File: src/rtl/mem_arbiter_if.sv
// Bundle of fetch/data request ports and the shared memory command port.
// No logic; wiring only, zero latency.
// Backpressure is the held-request/ack protocol on the requesters and mem_ready on memory.
interface mem_arbiter_if;
   // fetch requester
   logic        i_req;
   logic [31:0] i_addr;
   logic        i_ack;
   logic [31:0] i_rdata;
   // data requester
   logic        d_req;
   logic        d_we;
   logic [31:0] d_addr;
   logic [1:0]  d_size;
   logic [31:0] d_wdata;
   logic        d_ack;
   logic [31:0] d_rdata;
   logic        err;
   // memory port
   logic        mem_rd;
   logic        mem_wr;
   logic [31:0] mem_addr;
   logic [1:0]  mem_size;
   logic [31:0] mem_wdata;
   logic [31:0] mem_rdata;
   logic        mem_ready;

   // arbiter side
   modport master (
      input  i_req, i_addr, d_req, d_we, d_addr, d_size, d_wdata, mem_rdata, mem_ready,
      output i_ack, i_rdata, d_ack, d_rdata, err,
             mem_rd, mem_wr, mem_addr, mem_size, mem_wdata
   );

   // requester/memory side
   modport slave (
      output i_req, i_addr, d_req, d_we, d_addr, d_size, d_wdata, mem_rdata, mem_ready,
      input  i_ack, i_rdata, d_ack, d_rdata, err,
             mem_rd, mem_wr, mem_addr, mem_size, mem_wdata
   );
endinterface

File: src/rtl/mem_arbiter.sv
// Round-robin arbiter giving fetch and load/store units one shared memory port.
// Latency: grant -> command -> ack, min 3 cycles; ack k+1 cycles after command start.
// Requests are held until ack; memory stalls via mem_ready, watchdog aborts after TIMEOUT.
module mem_arbiter #(
   parameter int unsigned TIMEOUT = 64
) (
   input logic           clk,
   input logic           rst_n,
   mem_arbiter_if.master bus
);

   localparam logic [15:0] TMO = 16'(TIMEOUT);

   typedef enum logic [1:0] {
      IDLE = 2'd0,
      CMD  = 2'd1,
      RESP = 2'd2
   } state_t;

   state_t      state_q;
   state_t      state_nxt;

   logic        owner_q;       // 1 = data unit owns the transaction
   logic        last_grant_q;  // 1 = data unit was granted last
   logic        we_q;
   logic [31:0] addr_q;
   logic [1:0]  size_q;
   logic [31:0] wdata_q;
   logic [31:0] resp_q;
   logic        err_q;
   logic [15:0] timer_q;

   logic        grant_any;
   logic        grant_d;
   logic        tmo_hit;

   assign grant_any = bus.i_req | bus.d_req;
   // On contention the requester that did not win last time goes first.
   assign grant_d   = bus.d_req & (~bus.i_req | ~last_grant_q);
   // Abort on the stalled cycle where TIMEOUT low cycles are already counted,
   // which puts the error ack TIMEOUT+1 cycles after command start.
   // A completion in that same cycle takes priority.
   assign tmo_hit   = (TMO != 16'd0) && (timer_q == TMO) && !bus.mem_ready;

   // State register; async reset drops the command strobes immediately.
   always_ff @(posedge clk or negedge rst_n) begin
      if (!rst_n) state_q <= IDLE;
      else        state_q <= state_nxt;
   end

   // Next-state decode.
   always_comb begin
      state_nxt = state_q;
      case (state_q)
         IDLE:    if (grant_any) state_nxt = CMD;
         CMD:     if (bus.mem_ready || tmo_hit) state_nxt = RESP;
         RESP:    state_nxt = IDLE;
         default: state_nxt = IDLE;
      endcase
   end

   // Command latch on grant, watchdog timer and response capture.
   always_ff @(posedge clk or negedge rst_n) begin
      if (!rst_n) begin
         owner_q      <= 1'b0;
         last_grant_q <= 1'b1;
         we_q         <= 1'b0;
         addr_q       <= 32'd0;
         size_q       <= 2'd0;
         wdata_q      <= 32'd0;
         resp_q       <= 32'd0;
         err_q        <= 1'b0;
         timer_q      <= 16'd0;
      end else begin
         case (state_q)
            IDLE: begin
               if (grant_any) begin
                  owner_q      <= grant_d;
                  last_grant_q <= grant_d;
                  timer_q      <= 16'd0;
                  if (grant_d) begin
                     we_q    <= bus.d_we;
                     addr_q  <= bus.d_addr;
                     size_q  <= (bus.d_size == 2'd3) ? 2'd2 : bus.d_size;
                     wdata_q <= bus.d_wdata;
                  end else begin
                     we_q    <= 1'b0;
                     addr_q  <= bus.i_addr;
                     size_q  <= 2'd2;
                     wdata_q <= 32'd0;
                  end
               end
            end
            CMD: begin
               if (bus.mem_ready) begin
                  resp_q <= we_q ? 32'd0 : bus.mem_rdata;
                  err_q  <= 1'b0;
               end else if (tmo_hit) begin
                  resp_q <= 32'd0;
                  err_q  <= 1'b1;
               end else begin
                  timer_q <= timer_q + 16'd1;
               end
            end
            default: ;
         endcase
      end
   end

   // Output decode purely from registered state; no input reaches an output.
   always_comb begin
      bus.mem_rd    = (state_q == CMD) && !we_q;
      bus.mem_wr    = (state_q == CMD) &&  we_q;
      bus.mem_addr  = addr_q;
      bus.mem_size  = size_q;
      bus.mem_wdata = wdata_q;
      bus.i_ack     = (state_q == RESP) && !owner_q;
      bus.d_ack     = (state_q == RESP) &&  owner_q;
      bus.i_rdata   = bus.i_ack ? resp_q : 32'd0;
      bus.d_rdata   = bus.d_ack ? resp_q : 32'd0;
      bus.err       = (state_q == RESP) && err_q;
   end

endmodule

File: src/flat_wrapper.sv
// flat-port wrapper written by rule: the top's interface ports become plain ports
module mem_arbiter_flat 
#(
   parameter int unsigned TIMEOUT = 64
)
  (clk, rst_n, bus_i_req, bus_i_addr, bus_d_req, bus_d_we, bus_d_addr, bus_d_size, bus_d_wdata, bus_mem_rdata, bus_mem_ready, bus_i_ack, bus_i_rdata, bus_d_ack, bus_d_rdata, bus_err, bus_mem_rd, bus_mem_wr, bus_mem_addr, bus_mem_size, bus_mem_wdata);
  mem_arbiter_if bus_i ();
  input logic clk;
  input logic rst_n;
  input wire logic [$bits(bus_i.i_req)-1:0] bus_i_req;
  input wire logic [$bits(bus_i.i_addr)-1:0] bus_i_addr;
  input wire logic [$bits(bus_i.d_req)-1:0] bus_d_req;
  input wire logic [$bits(bus_i.d_we)-1:0] bus_d_we;
  input wire logic [$bits(bus_i.d_addr)-1:0] bus_d_addr;
  input wire logic [$bits(bus_i.d_size)-1:0] bus_d_size;
  input wire logic [$bits(bus_i.d_wdata)-1:0] bus_d_wdata;
  input wire logic [$bits(bus_i.mem_rdata)-1:0] bus_mem_rdata;
  input wire logic [$bits(bus_i.mem_ready)-1:0] bus_mem_ready;
  output wire logic [$bits(bus_i.i_ack)-1:0] bus_i_ack;
  output wire logic [$bits(bus_i.i_rdata)-1:0] bus_i_rdata;
  output wire logic [$bits(bus_i.d_ack)-1:0] bus_d_ack;
  output wire logic [$bits(bus_i.d_rdata)-1:0] bus_d_rdata;
  output wire logic [$bits(bus_i.err)-1:0] bus_err;
  output wire logic [$bits(bus_i.mem_rd)-1:0] bus_mem_rd;
  output wire logic [$bits(bus_i.mem_wr)-1:0] bus_mem_wr;
  output wire logic [$bits(bus_i.mem_addr)-1:0] bus_mem_addr;
  output wire logic [$bits(bus_i.mem_size)-1:0] bus_mem_size;
  output wire logic [$bits(bus_i.mem_wdata)-1:0] bus_mem_wdata;
  assign bus_i.i_req = bus_i_req;
  assign bus_i.i_addr = bus_i_addr;
  assign bus_i.d_req = bus_d_req;
  assign bus_i.d_we = bus_d_we;
  assign bus_i.d_addr = bus_d_addr;
  assign bus_i.d_size = bus_d_size;
  assign bus_i.d_wdata = bus_d_wdata;
  assign bus_i.mem_rdata = bus_mem_rdata;
  assign bus_i.mem_ready = bus_mem_ready;
  assign bus_i_ack = bus_i.i_ack;
  assign bus_i_rdata = bus_i.i_rdata;
  assign bus_d_ack = bus_i.d_ack;
  assign bus_d_rdata = bus_i.d_rdata;
  assign bus_err = bus_i.err;
  assign bus_mem_rd = bus_i.mem_rd;
  assign bus_mem_wr = bus_i.mem_wr;
  assign bus_mem_addr = bus_i.mem_addr;
  assign bus_mem_size = bus_i.mem_size;
  assign bus_mem_wdata = bus_i.mem_wdata;
  mem_arbiter #(.TIMEOUT(TIMEOUT)) u_core (.clk(clk), .rst_n(rst_n), .bus(bus_i));
endmodule
File: config.mk
export PLATFORM = sky130hd
export DESIGN_NAME = mem_arbiter_flat
export DESIGN_NICKNAME = d
export VERILOG_FILES = /design/src/rtl/mem_arbiter_if.sv /design/src/rtl/mem_arbiter.sv /design/src/flat_wrapper.sv
export SDC_FILE = /design/constraint.sdc
export NUM_CORES = 1
export LEC_CHECK = 0
export ABC_AREA = 1
export CAP_MARGIN = 15
export CORE_ASPECT_RATIO = 0.8
export CORE_MARGIN = 4
export CORE_UTILIZATION = 41
export DETAILED_ROUTE_END_ITERATION = 8
export GPL_ROUTABILITY_DRIVEN = 0
export PLACE_DENSITY = 0.92
export RECOVER_POWER = 25
export SYNTH_ARGS = -nofsm -noshare
export SYNTH_HDL_FRONTEND = slang
export SYNTH_SLANG_ARGS = --single-unit
File: constraint.sdc
create_clock -name clk -period 2 [get_ports clk]
set_input_delay 0.2 -clock clk [delete_from_list [all_inputs] [get_ports clk]]
set_output_delay 0.2 -clock clk [all_outputs]
set_load 0.01 [all_outputs]
== Word level (Yosys, flattened, before mapping) ==
Cells that the tools add are included.
W data, S select, Z words.
Cells by class
  add/subtract/negate cells: 1
  equal/unequal tests: 8
  mux-type cells: 19
  bitwise operators: 5
  reduce and logical (&&, ||, !) cells: 17
Operator list (number)
  $mux W32: 7
  $mux W16: 3
  $pmux W16 S2: 1
  $add A16 B1 Y16 const B: 1
  $eq A16 B7 Y1 const B: 1
  $mux W2: 4
  $logic_and A1 B1 Y1: 6
  $reduce_and A2 Y1: 3
  $eq A2 B2 Y1 const B: 2
  $ne A2 B1 Y1 const B: 2
  $ne A2 B2 Y1 const B: 2
  $pmux W2 S2: 1
  $reduce_and A4 Y1: 1
  $reduce_bool A2 Y1: 2
  $logic_not A1 Y1: 3
  $mux W1: 3
  $eq A2 B1 Y1 const B: 1
  $logic_not A2 Y1: 1
  $not A1 Y1: 2
  $or A1 B1 Y1: 2
  $and A1 B1 Y1: 1
  $logic_or A1 B1 Y1: 1
Storage, ports and cells
  register bits after elaboration: 120
  bits of input ports: 136
  output and inout port bits: 135
  logic and storage cells: 60

== Logic depth before layout (Yosys ltp) ==
  word-level depth: 5
  depth in mapped cells: 10
  depth with buffers taken out: 10

== Worst setup path after synthesis ==
No wires, ideal clock.
  path kind: reg-to-output
  start: reg u_core.state_q[0]
  end: out bus_i_rdata[0]
  data arrival time: 1205 ps
  data required time: 1800 ps
  path slack: 595 ps
  stages on the path, launching flop included: 7
  path buffers: 1
  cells stage by stage: dfrtp_1 > inv_2 > nand2_1 > nor2_1 > inv_2 > clkbuf_1 > nor2_1
Between the ends
  word-level cells in the longest chain between the ends: 3
Ends and longest elaborated chain
  from (decl): RTL line mem_arbiter.sv:20  | state_t state_q;
  from (signal assigned): RTL line mem_arbiter.sv:48  | else state_q <= state_nxt;
  $eq A2 B2 Y1: RTL line mem_arbiter.sv:117  | bus.i_ack = (state_q == RESP) && !owner_q;
  $logic_and A1 B1 Y1: RTL line mem_arbiter.sv:117
  named net bus_i_ack: RTL line flat_wrapper.sv:19  | output wire logic [$bits(bus_i.i_ack)-1:0] bus_i_ack;
  $mux W32: RTL line mem_arbiter.sv:119  | bus.i_rdata = bus.i_ack ? resp_q : 32'd0;
  to (decl): RTL line flat_wrapper.sv:20  | output wire logic [$bits(bus_i.i_rdata)-1:0] bus_i_rdata;
The timed path passes the listed nets, and every way through them passes these cells.

== Worst setup path in the final report ==
  start: reg u_core.state_q[0]
  end: out bus_d_rdata[27]
Between the ends
  word-level cells in the longest chain between the ends: 3
Ends and longest elaborated chain
  $eq A2 B2 Y1: RTL line mem_arbiter.sv:118  | bus.d_ack = (state_q == RESP) && owner_q;
  $logic_and A1 B1 Y1: RTL line mem_arbiter.sv:118
  $mux W32: RTL line mem_arbiter.sv:120  | bus.d_rdata = bus.d_ack ? resp_q : 32'd0;
  to (decl): RTL line flat_wrapper.sv:22  | output wire logic [$bits(bus_i.d_rdata)-1:0] bus_d_rdata;
No other way between the ends.

==> impl_metrics.sql <==
INSERT INTO impl_metrics (metric_group, metric, value, unit) VALUES
('global_routing', 'grt_util_all_layers', '0.239', ''),
('sta', 'tns', '0', 'ps'),
('critical_path', 'critical_path.cell_chain', 'inv_2 -> nand2_2 -> nor2_4 -> inv_8 -> nor2_1 -> dlygate4sd2_1', ''),
('layout', 'syn2layout_area_growth', '61.3', '%'),
('layout', 'final_net_count', '1075', ''),
('logic_synthesis', 'synth_fp_nets', '813', ''),
('logic_synthesis', 'synthesized_area_divided_by_synthesized_cell_count', '8.29', 'um^2'),
('detailed_routing', 'drt-total-wl', '19100', 'um'),
('logic_synthesis', 'synth-edff-count', '0', ''),
('cts', 'clk_path_buf_depth', '2', ''),
('logic_synthesis', 'post_synth_mux_area_share', '0', ''),
('sta', 'timing_max_transition_violations_final', '0', ''),
('logic_synthesis', 'netlist_top_cells_count', 'sky130_fd_sc_hd__nand2_1 (144), sky130_fd_sc_hd__nor2_1 (125), sky130_fd_sc_hd__dfrtp_1 (119)', ''),
('global_routing', 'wire_length_of_the_first_global_routing_pass', '29900', 'um'),
('logic_synthesis', 'yosys.area.top_type', 'sky130_fd_sc_hd__dfrtp_1', ''),
('critical_path', 'cp_top_family', 'buffers and inverters', ''),
('critical_path', 'timing.critical_path.arrival', '1730', 'ps'),
('logic_synthesis', 'synth_compound_area_frac', '0.123', ''),
('sta', 'tightestPinTransition', '863', 'ps'),
('critical_path', 'path_class', 'reg2out', ''),
('logic_synthesis', 'ys_warn_count', '0', ''),
('detailed_routing', 'post_drt_via_cell_ratio', '5.13', ''),
('worst_hold_path', 'hold_path.class', 'in2reg', ''),
('die', 'num_rows', '37', ''),
('detailed_routing', 'wl_per_cell', '16.9', 'um'),
('die', 'boundaryPins', '271', ''),
('logic_synthesis', 'dominantRegCellSynth', 'sky130_fd_sc_hd__dfrtp_1', ''),
('critical_path', 'critical_path.n_buffers_inverters', '3', ''),
('logic_synthesis', 'sequential_element_share_of_the_synthesized_area', '0.537', ''),
('pwr', 'power.leakage', '4.38', 'nW'),
('logic_synthesis', 'synth_seq_cells', '120', ''),
('detailed_routing', 'drc', '0', ''),
('logic_synthesis', 'synth_top_area_share', '0.532', ''),
('critical_path', 'cpMaxStageDelayCell', 'sky130_fd_sc_hd__dfrtp_1', ''),
('sta', 'fin_crit_sh', '0.967', ''),
('detailed_routing', 'antenna_violating_nets_post_route', '0', ''),
('pwr', 'power.density', '1340', 'mW/mm^2'),
('layout', 'insertedDiodeCount', '0', ''),
('cts', 'clock_insertion_delay_at_the_later_pin_of_the_skew_report', '410', 'ps'),
('logic_synthesis', 'most_used_standard_cell_by_instance_count_after_synthesis', 'sky130_fd_sc_hd__nand2_1', ''),
('die', 'die_h', '113', 'um'),
('status', 'status', 'complete, no violations', ''),
('global_routing', 'grt_start_max_net_pins', '58', ''),
('layout', 'share_of_cells_above_drive_strength_1', '0.0674', ''),
('logic_synthesis', 'post_synth_inst_count', '675', ''),
('logic_synthesis', 'combinational_family_with_the_most_area_after_synthesis', 'simple AND/OR/NAND/NOR gates', ''),
('logic_synthesis', 'synth_area_leaders', 'sky130_fd_sc_hd__dfrtp_1 (53%), sky130_fd_sc_hd__nand2_1 (9.7%), sky130_fd_sc_hd__nor2_1 (8.4%)', ''),
('sta', 'setup_repair_after_global_routing_missed_its_margin', 'false', ''),
('sta', 'max-slew-margin-rel', '0.424', ''),
('global_routing', 'globalRoute.totalOverflow', '0', ''),
('detailed_routing', 'drt_iter0_markers', '373', ''),
('sta', 'finalClockSkew', '10.7', 'ps'),
('pwr', 'maximum_resistive_drop_on_vdd', '0.000860', 'V'),
('sta', 'final_hold_viol_count', '0', ''),
('placement', 'place.detailed.hpwl', '13800', 'um'),
('cts', 'cts_buffers', '17', ''),
('sta', 'highest_clock_frequency_the_design_can_meet', '517', 'MHz'),
('sta', 'timing.hold.ws', '360', 'ps'),
('logic_synthesis', 'yosys.area_share.simple', '0.248', ''),
('logic_synthesis', 'post_synth_xor_xnor_area', '0.0156', ''),
('critical_path', 'worstPathMaxFanout', '32', ''),
('cts', 'clock-root-buffer', 'sky130_fd_sc_hd__clkbuf_16', ''),
('cts', 'cts_tree', 'built', ''),
('layout', 'fin_cells', '1125', ''),
('logic_synthesis', 'async_reset_ff_frac', '1.00', ''),
('die', 'core_region_area', '0.0131', 'mm^2'),
('critical_path', 'critical_path.max_stage_delay', '390', 'ps'),
('placement', 'port_buffers', '270', ''),
('sta', 'final_period_minus_worst_setup_slack', '1930', 'ps'),
('critical_path', 'worstSetupStartpointType', 'flip-flop', ''),
('placement', 'place_inst', '1091', '');
cell usage in the layout, fill, tap and decap left out, types with 2 or more instances in the layout:
master,instances
sky130_fd_sc_hd__dlygate4sd2_1,62
sky130_fd_sc_hd__clkbuf_16,17
sky130_fd_sc_hd__nand3_1,24
sky130_fd_sc_hd__clkbuf_1,2
sky130_fd_sc_hd__clkinvlp_4,3
sky130_fd_sc_hd__clkinv_4,3
sky130_fd_sc_hd__xnor2_1,2
sky130_fd_sc_hd__buf_12,2
sky130_fd_sc_hd__nor2_1,123
sky130_fd_sc_hd__xor2_1,8
sky130_fd_sc_hd__nor2_4,3
sky130_fd_sc_hd__o21ai_1,37
sky130_fd_sc_hd__dfrtp_1,119
sky130_fd_sc_hd__buf_4,12
sky130_fd_sc_hd__o21ai_0,41
sky130_fd_sc_hd__nand2_1,143
sky130_fd_sc_hd__dlymetal6s2s_1,3
sky130_fd_sc_hd__ha_1,2
sky130_fd_sc_hd__nand4_1,33
sky130_fd_sc_hd__a22o_1,33
sky130_fd_sc_hd__inv_1,48
sky130_fd_sc_hd__inv_6,4
sky130_fd_sc_hd__clkdlybuf4s15_1,2
sky130_fd_sc_hd__nor2_2,2
sky130_fd_sc_hd__nand2_2,3
sky130_fd_sc_hd__clkdlybuf4s50_1,201
sky130_fd_sc_hd__inv_2,6
sky130_fd_sc_hd__bufinv_16,3
layout make-up:
cell class	instances	area, um^2
tap	175	219
clock buffer	19	433
clock inverter	13	170
inverter	57	226
sequential	120	3000
timing repair buffer	284	2760
fill	945	4070
multi-input combinational	457	2220
cells by family (layout without fill, tap and decap cells):
group | count (synthesis) | in the layout
buffers and inverters | 98 | 373
AND/OR/NAND/NOR | 333 | 333
flip-flops | 120 | 120
XOR/XNOR | 10 | 10
AO/OA/AOI/OAI | 112 | 112
adder cells (fa/ha/maj) | 2 | 2
routing by layer:
metal	wire length [um]	GRT usage	vias to the layer above	share of wire
li1	-	-	2726	-
met1	7200	0.283	2723	0.38
met2	9620	0.407	276	0.51
met3	1690	0.0865	41	0.088
met4	544	0.0828	0	0.029
met5	0	0	-	0
stage by stage:
stage / utilization / instance area, um^2 / power (mW) / setup slack, ps
floorplan: - / 5600 / 6.38 / 595
global placement: 0.646 / 8460 / 8.81 / 179
detailed placement: 0.646 / 8460 / 9.02 / 111
CTS: 0.689 / 9020 / 12.2 / 50.1
global route: 0.689 / 9030 / 12.8 / 0.753
finish: 0.689 / 9030 / 12.1 / 65.7
report_power, final:
group | total (mW) | internal (mW) | switching, mW | leakage (nW)
sequential | 4.02 | 3.43 | 0.593 | 1.53
clock | 3.10 | 1.97 | 1.13 | 0.285
combinational | 4.96 | 2.29 | 2.67 | 2.57
sequential cells by signal, summed over array words and instances, names as in the netlist:
| register | cells |
|---|---|
| u_core.timer_q | 16 |
| u_core.resp_q | 32 |
| u_core.last_grant_q | 1 |
| u_core.bus.mem_addr | 32 |
| u_core.bus.mem_size | 2 |
| u_core.state_q | 2 |
| u_core.err_q | 1 |
| u_core.we_q | 1 |
| u_core.owner_q | 1 |
| u_core.bus.mem_wdata | 32 |
worst register-to-register path, stage by stage (launching register included):
cell and delay, ps:
sky130_fd_sc_hd__dfrtp_1 430, sky130_fd_sc_hd__nor2_1 330, sky130_fd_sc_hd__o21ai_4 150, sky130_fd_sc_hd__inv_2 410, sky130_fd_sc_hd__o21ai_0 240, sky130_fd_sc_hd__o21ai_1 160
final timing paths:
path / cells past startpoint / from / end / slack (ps)
worst min-delay path: 3 / bus_mem_rdata[0] / u_core.resp_q[0] / 360
max in group asynchronous: 3 / rst_n / u_core.timer_q[10] / 300
worst max register to register: 5 / u_core.state_q[1] / u_core.bus.mem_addr[9] / 230
min in group asynchronous: 2 / rst_n / u_core.bus.mem_addr[21] / 460
worst min register to register: 2 / u_core.resp_q[9] / u_core.resp_q[9] / 470
worst max-delay path: 6 / u_core.state_q[0] / bus_d_rdata[27] / 70
repair_timing:
item / 4_1_cts / 5_1_grt
setup buffers: 1 / 0
hold endpoints to repair: 30 / 0
hold buffers: 1 / 0
gates cloned: 0 / 0
resized for setup: 74 / 7
pin swaps: 1 / 1
setup endpoints to repair: 64 / 23
No activity file was read; power rests on OpenSTA's default activity.
